[config.mk]
export PLATFORM = sky130hd
export DESIGN_NAME = circuit_2_pipe
export DESIGN_NICKNAME = d
export VERILOG_FILES = /design/src/rtl/hls_pkg.sv /design/src/rtl/pipe_stage.sv /design/src/rtl/circuit_2_pipe.sv
export SDC_FILE = /design/constraint.sdc
export NUM_CORES = 1
export LEC_CHECK = 0
export ABC_AREA = 1
export CAP_MARGIN = 30
export CORE_MARGIN = 2
export CORE_UTILIZATION = 45
export DETAILED_ROUTE_END_ITERATION = 8
export PLACE_DENSITY = 0.68
export SYNTH_ARGS = -nofsm -noshare
export SYNTH_HDL_FRONTEND = slang
export SYNTH_SLANG_ARGS = --single-unit
[constraint.sdc]
create_clock -name Clk -period 1.68 [get_ports Clk]
set_input_delay 0.168 -clock Clk [delete_from_list [all_inputs] [get_ports Clk]]
set_output_delay 0.168 -clock Clk [all_outputs]
set_load 0.01 [all_outputs]
[src/rtl/hls_pkg.sv]
// hls_pkg: shared types, constants and helpers for HLS datapath blocks.
//   PIPE_STAGES : depth of the circuit_2 pipeline
//   CMP_WIDTH   : widest operand cmp_lt can handle (callers left-align into it)
//   stage_ctl_t : per-stage handshake bundle (upstream valid, own ready)
//   cmp_lt      : signed/unsigned less-than shared with other compare blocks
package hls_pkg;

    localparam int PIPE_STAGES = 3;
    localparam int CMP_WIDTH   = 64;

    typedef struct packed {
        logic valid;
        logic ready;
    } stage_ctl_t;

    // Operands are expected left-aligned in CMP_WIDTH bits (zeros below).
    // This keeps both the signed and the unsigned ordering of the narrower
    // value intact without needing to know its width here.
    function automatic logic cmp_lt(
        input logic [CMP_WIDTH-1:0] a,
        input logic [CMP_WIDTH-1:0] b,
        input logic                 signed_mode
    );
        if (signed_mode) begin
            return $signed(a) < $signed(b);
        end
        return a < b;
    endfunction

endpackage

[src/rtl/pipe_stage.sv]
// pipe_stage: one valid/data register slice of a valid/ready pipeline.
//   clk, rst  : clock, synchronous active-high reset (clears valid and data)
//   ctl       : upstream valid and this stage's ready (load enable)
//   up_data   : data offered by the upstream side
//   valid     : this stage holds a live item
//   data      : registered payload
module pipe_stage
    import hls_pkg::*;
#(
    parameter int WIDTH = 8
) (
    input  logic             clk,
    input  logic             rst,
    input  stage_ctl_t       ctl,
    input  logic [WIDTH-1:0] up_data,
    output logic             valid,
    output logic [WIDTH-1:0] data
);

    // Loading on ready regardless of upstream valid lets empty slots pick up
    // junk data; that is harmless because valid follows the upstream valid.
    always_ff @(posedge clk) begin
        if (rst) begin
            valid <= 1'b0;
            data  <= '0;
        end else if (ctl.ready) begin
            valid <= ctl.valid;
            data  <= up_data;
        end
    end

endmodule

[src/rtl/circuit_2_pipe.sv]
// circuit_2_pipe: 3-stage valid/ready pipelined add/sub/compare/mux/shift.
//   Clk, Rst            : clock, synchronous active-high reset
//   in_valid, in_ready  : input handshake for the a/b/c triple
//   a, b, c             : operands (DATAWIDTH bits)
//   out_valid, out_ready: output handshake for the x/z pair
//   x, z                : results, driven straight from stage-3 registers
// Stage 1 holds d/e/f, stage 2 holds lt/eq/g/h, stage 3 holds x/z.
// DATAWIDTH is limited to hls_pkg::CMP_WIDTH by the shared comparator.
module circuit_2_pipe
    import hls_pkg::*;
#(
    parameter int DATAWIDTH = 32,
    parameter int SIGNED    = 0,
    parameter int SHAMT     = 1
) (
    input  logic                 Clk,
    input  logic                 Rst,
    input  logic                 in_valid,
    output logic                 in_ready,
    input  logic [DATAWIDTH-1:0] a,
    input  logic [DATAWIDTH-1:0] b,
    input  logic [DATAWIDTH-1:0] c,
    output logic                 out_valid,
    input  logic                 out_ready,
    output logic [DATAWIDTH-1:0] x,
    output logic [DATAWIDTH-1:0] z
);

    localparam int W1    = 3 * DATAWIDTH;
    localparam int W2    = 2 * DATAWIDTH + 2;
    localparam int W3    = 2 * DATAWIDTH;
    localparam int ALIGN = CMP_WIDTH - DATAWIDTH;

    logic v1, v2, v3;
    logic [PIPE_STAGES-1:0] vld;
    logic rdy1, rdy2, rdy3;
    stage_ctl_t s1_ctl, s2_ctl, s3_ctl;

    logic [W1-1:0] s1_in, s1_q;
    logic [W2-1:0] s2_in, s2_q;
    logic [W3-1:0] s3_in, s3_q;

    logic [DATAWIDTH-1:0] d_n, e_n, f_n;
    logic [DATAWIDTH-1:0] d1, e1, f1;
    logic [DATAWIDTH-1:0] g_n, h_n;
    logic                 lt_n, eq_n;
    logic [CMP_WIDTH-1:0] d_al, e_al;
    logic [DATAWIDTH-1:0] g2, h2;
    logic                 lt2, eq2;
    logic [DATAWIDTH-1:0] x_n, z_n;

    // Ready chain: a stage can load if it is empty or its successor can.
    // This is what squeezes bubbles out while the output is stalled.
    assign vld  = {v3, v2, v1};
    assign rdy3 = !vld[2] || out_ready;
    assign rdy2 = !vld[1] || rdy3;
    assign rdy1 = !vld[0] || rdy2;

    assign s1_ctl = '{valid: in_valid, ready: rdy1};
    assign s2_ctl = '{valid: v1,       ready: rdy2};
    assign s3_ctl = '{valid: v2,       ready: rdy3};

    assign in_ready  = rdy1;
    assign out_valid = vld[PIPE_STAGES-1];

    // Stage 1 inputs: sums and difference, carries and borrows discarded.
    always_comb begin
        d_n   = a + b;
        e_n   = a + c;
        f_n   = a - b;
        s1_in = {d_n, e_n, f_n};
    end

    assign {d1, e1, f1} = s1_q;

    // Stage 2 inputs: compare and select.
    always_comb begin
        d_al  = CMP_WIDTH'(d1) << ALIGN;
        e_al  = CMP_WIDTH'(e1) << ALIGN;
        lt_n  = cmp_lt(d_al, e_al, SIGNED != 0);
        eq_n  = (d1 == e1);
        g_n   = lt_n ? e1 : d1;
        h_n   = eq_n ? f1 : g_n;
        s2_in = {lt_n, eq_n, g_n, h_n};
    end

    assign {lt2, eq2, g2, h2} = s2_q;

    // Stage 3 inputs: conditional logical shifts.
    always_comb begin
        x_n   = lt2 ? (g2 << SHAMT) : g2;
        z_n   = eq2 ? (h2 >> SHAMT) : h2;
        s3_in = {x_n, z_n};
    end

    assign x = s3_q[W3-1:DATAWIDTH];
    assign z = s3_q[DATAWIDTH-1:0];

    pipe_stage #(.WIDTH(W1)) u_s1 (
        .clk     (Clk),
        .rst     (Rst),
        .ctl     (s1_ctl),
        .up_data (s1_in),
        .valid   (v1),
        .data    (s1_q)
    );

    pipe_stage #(.WIDTH(W2)) u_s2 (
        .clk     (Clk),
        .rst     (Rst),
        .ctl     (s2_ctl),
        .up_data (s2_in),
        .valid   (v2),
        .data    (s2_q)
    );

    pipe_stage #(.WIDTH(W3)) u_s3 (
        .clk     (Clk),
        .rst     (Rst),
        .ctl     (s3_ctl),
        .up_data (s3_in),
        .valid   (v3),
        .data    (s3_q)
    );

endmodule

# Word level (Yosys, flattened, before mapping)
# Index checks and enable logic that the tools add are counted.
# totals
in_bits	100
latch_bits	0
rom_bits	0
ram_bits	0
n_memories	0
out_inout_bits	66
register_bits	229
wordCells	21
# classes
n_mul	0
eq_ne	1
reduce_logical	6
div_mod_pow	0
order_cmp	1
addsub	3
shifts	0
n_mux	4
bitwise	0
# ops
operator	count
$mux W32	4
$add A32 B32 Y32	2
$lt A64 B64 Y1	1
$eq A32 B32 Y1	1
$sub A32 B32 Y32	1
$logic_not A1 Y1	3
$logic_or A1 B1 Y1	3

# Logic depth before layout (Yosys ltp)
# Gate-level depths: netlist of the first run.
# depth
depth_word	4
mapped_depth	19
depth_no_buf	18

# Modules after synthesis
# From an unflattened synthesis of the first run, not the netlist that was laid out.
# unflattened
cells_unflattened	3059
hier_area_um2	17879.6
# by_module_without_submodules
module	area_each_um2	seq_area_each_um2	instances	cells_per_inst
circuit_2_pipe	8468.1	0.0	1	1607
pipe_stage at u_s1	4010.1	1941.9	1	615
pipe_stage at u_s2	2757.6	1341.3	1	425
pipe_stage at u_s3	2643.8	1301.2	1	412

# Worst setup path before layout of the first run
# OpenSTA, ideal clock, no wires.
# synth_path
path_type	input-to-reg
start	input port a[0]
end	register u_s1.data[22]
required_ns	1.571
t_arrival_ns	1.684
stages	15
setup_ns	0.109
n_path_buf	0
slack_ns	-0.113
path_cell_list	inv_1 > ha_1 > fa_1 > inv_1 > nand3_1 > nand2_1 > nand2_1 > nand2_1 > nand3_1 > nand2_1 > nand3_1 > nand3_1 > nand3_1 > nand2_1 > inv_1
# synth_via
elab_chain_len	1
# synth_lines
element	line_no	text
from (decl)	circuit_2_pipe.sv:20	input logic [DATAWIDTH-1:0] a,
$sub A32 B32 Y32	circuit_2_pipe.sv:70	f_n = a - b;
to (signal assigned)	pipe_stage.sv:28	data <= up_data;
to (decl)	pipe_stage.sv:17	output logic [WIDTH-1:0] data
# No other way between the ends.
# A chain may end at the register's enable or synchronous reset.

# Worst setup path after layout of the first run
# layout_path
start	register u_s1.data[52]
end	register u_s2.data[48]
# layout_via
elab_chain_len	2
# layout_lines
element	line_no	text
$lt A64 B64 Y1	hls_pkg.sv:27	return a < b;
$mux W32	circuit_2_pipe.sv:82	g_n = lt_n ? e1 : d1;
to (signal assigned)	pipe_stage.sv:28	
to (decl)	pipe_stage.sv:17	
# No other way between the ends.

==> metrics.md, run 1 <==
| Metric | Value |
|---|---|
| Synth Cell Area | 0.0164 mm² |
| CTS Hold Bufs | 0 |
| Top FF cell, synth | dfxtp_1 |
| Die Y | 195 µm |
| GRT met1 Usage | 44.7% |
| M2 GR Usage | 53.9% |
| RSZ-0062 raised after global routing | true |
| Fmax | 475 MHz |
| Max cap viols | 0 |
| Most frequent cells in the layout | nand2_1, buf_4, inv_1, dfxtp_1, a21oi_1 |
| Setup_tns | -33.70 ns |
| VDD IR max | 767 µV |
| Root Buffer | clkbuf_16 |
| Worst skew pair latency | 0.56 ns |
| Net Count, Synth | 2876 |
| HPWL Detailed | 51.2 mm |
| Slew HR | 53.6% |
| Hold crit path type | input port to flip-flop |
| Pleak | 0.0132 µW |
| Critical Path RT | 2.11 ns |
| Synth cell types | 46 |
| Clk_skew | 0.0325 ns |
| Worst-case clock buffer depth | 3 |
| Status | complete, but fails checks |
| Number of synthesized flops with an enable pin | 0 |
| Worst Path Max Fanout | 8 |
| Sequential fraction of the synthesis area | 27.8% |
| Die area | 0.0380 mm² |
| Gr busiest metal | met2 |
| Number of global-route vias before repair | 18100 |
| Iter 0 DRT Violations | 1737 |
| CTS H-tree lvls | 1 |
| Post-DR vias/cell | 5.46 |
| Pre-CTS setup slack | -1.00 ns |
| CTS sink count | 228 |
| Final-layout fill cell count | 2788 |
| Drt pass-1 iters | 9 |
| Critical Path AT | 2.54 ns |
| Nets | 3425 |
| Fin. Hold Viols | 0 |
| Post-route antenna net violation count | 0 |
| IO buf count | 165 |
| Largest net degree at the start of global routing | 86 |
| Area delta synth->final | 59.9% |
| TritonCTS Buffers | 24 |
| Fin cells | 3675 |
| Grt ovf | 0 |
| Vias | 20100 |
| Routed WL | 71.6 mm |
| Mapped Cells | 2648 |
| Site Rows | 69 |
| Post-Place Cells | 3557 |
| Hold path depth | 3 |
| Setup WS post-layout | -0.427 ns |
| Final period util | 125% |
| Post-Syn Area per Cell | 6.19 µm² |
| Core area | 0.0357 mm² |
| Type of origin of the critical path | flip-flop |
| Register Area | 0.00459 mm² |
| Crit path kind | flip-flop to flip-flop |
| Commonest non-fill, non-tap cell in the layout | nand2_1 |
| Synth Register Bits | 228 |
| Slew @ Worst Pin | 0.695 ns |
| Fin Hold WS | 0.0643 ns |
| Finish-stage setup viols | 152 |
| Die width | 195 µm |
| CTS tree | built |
| Worst R2R Path Depth | 14 |
| Initial antenna violation count | 0 |
| Share of cells above drive strength 1 | 34.3% |
| Average routed wire per standard cell | 19.5 µm |
| Crit end category | flip-flop |
| Crit path time final | 2.11 ns |
| Boundary pin count | 166 |
| Async SR Flop Fraction | 0% |
| Layout Utilization | 73.4% |
| Violated checks | design-rule violations, negative setup slack |
| Yosys Warn Count | 0 |
| Clock Pin Slew Worst Setup and Hold Paths | 0.08 ns |
| First-pass GRT wire length | 97.8 mm |
| Diodes inserted | 0 |
| Met3 usage | 3.71% |
| DRC errors left | 1 |
| Routability cong. | 0.987 |
| GRT Util Overall | 32.6% |
| Power Dens Cells | 868 mW/mm² |
| Max Slew Vio Count | 0 |
| Area of the multi-input gates | 0.0127 mm² |
| Initial Utilization | 45.9% |
==> stage by stage <==
| step | total power (µW) | instance area [µm²] |
|---|---|---|
| final | 22800 | 26200 |
| after global routing | 23900 | 26200 |
| after CTS | 20900 | 22800 |
| after detailed placement | 15400 | 21500 |
| after global placement | 15200 | 21500 |
| after floorplan | 11500 | 16700 |
==> worst paths after layout <==
check        slack, ns             to     startpoint
max              -0.43  u_s2.data[48]  u_s1.data[52]
min               0.06   u_s1.data[0]           b[0]
max reg2reg      -0.43  u_s2.data[48]  u_s1.data[52]
min reg2reg       0.47  u_s3.data[32]  u_s3.data[32]
==> critical path, cell delays in order (launching register included) <==
cell       delay [ns]
dfxtp_2          0.38
inv_2            0.07
ha_4             0.26
nand2_2          0.05
nor2_4           0.14
nand4_1          0.14
nor2_4           0.20
nand2_4          0.12
nand2_8          0.14
clkbuf_16        0.19
nand2_1          0.07
nand2_1          0.08
nand2_1          0.05
nand2_1          0.05
inv_1            0.03
==> routing by layer <==
layer  wire [µm]  vias to the layer above
met3        5110                      178
met1       30400                     9383
met5           0                        -
li1            -                     9640
met2       33100                      855
met4        2940                        0
==> power by group <==
part | switching, µW | internal (µW) | leakage, µW | total (µW)
combinational | 5870 | 4710 | 0.0109 | 10600
sequential | 645 | 6390 | 0.00189 | 7030
clock | 2330 | 2820 | 0.000372 | 5150
==> sequential cells by signal, summed over array words and instances (netlist names) <==
| signal | count |
|---|---|
| u_s2.data | 66 |
| u_s3.data | 64 |
| u_s3.valid | 1 |
| u_s1.data | 95 |
| u_s1.valid | 1 |
| u_s2.valid | 1 |
==> final cells by class <==
type,count,area share (%)
Clock buffer,31,2.55
Multi-Input combinational cell,1894,48.3
Timing Repair Buffer,644,23.3
Clock inverter,12,0.267
Tap cell,461,2.20
Sequential cell,228,17.5
Inverter,405,5.89
==> cells in the mapped netlist, types with 2 or more instances <==
cell type    n  area [µm²]
a21o_1      12        90.1
a21oi_1    301        1510
a31oi_1     34         213
and2_1       3        18.8
buf_1        6        22.5
buf_2       37         185
buf_4        9        67.6
clkbuf_1    67         251
dfxtp_1    228        4560
fa_1         3        60.1
ha_1       125        1560
inv_1      400        1500
inv_2        5        18.8
nand2_1    637        2390
nand2_2      3        18.8
nand3_1    196         981
nand3b_1     3        22.5
nand4_1     16         100
nor2_1     218         818
nor2_2       5        31.3
nor3_1      21         105
nor4_1       3        18.8
o211ai_1    10        75.1
o21a_1       6        45.0
o21ai_0    226        1130
o21ai_1      9        45.0
o21bai_1    11        82.6
o221ai_1     2        17.5
or2_0        2        12.5
xnor2_1      7        61.3
xor2_1      28         245
==> cells by family after synthesis <==
| family | synth area share, % |
|---|---|
| AO/OA/AOI/OAI | 19.8 |
| XOR/XNOR | 1.87 |
| adder cells (fa/ha/maj) | 9.90 |
| buffers and inverters | 12.6 |
| flip-flops | 27.8 |
| AND/OR/NAND/NOR | 28.0 |
==> repair_timing <==
item,4_1_cts,5_1_grt
gates cloned,2,20
setup buffers,2,55
resized for setup,158,704
endpoints found under the setup margin,144,169
pin swaps,20,156
Note: power is estimated with default switching activity, not from simulation.
==> inputs of run 2 (changes only) <==
Settings changed: ABC_CLOCK_PERIOD_IN_PS set to 1680.
==> results of run 2 <==
Final layout, timing and power as in run 1 (identical DEF).
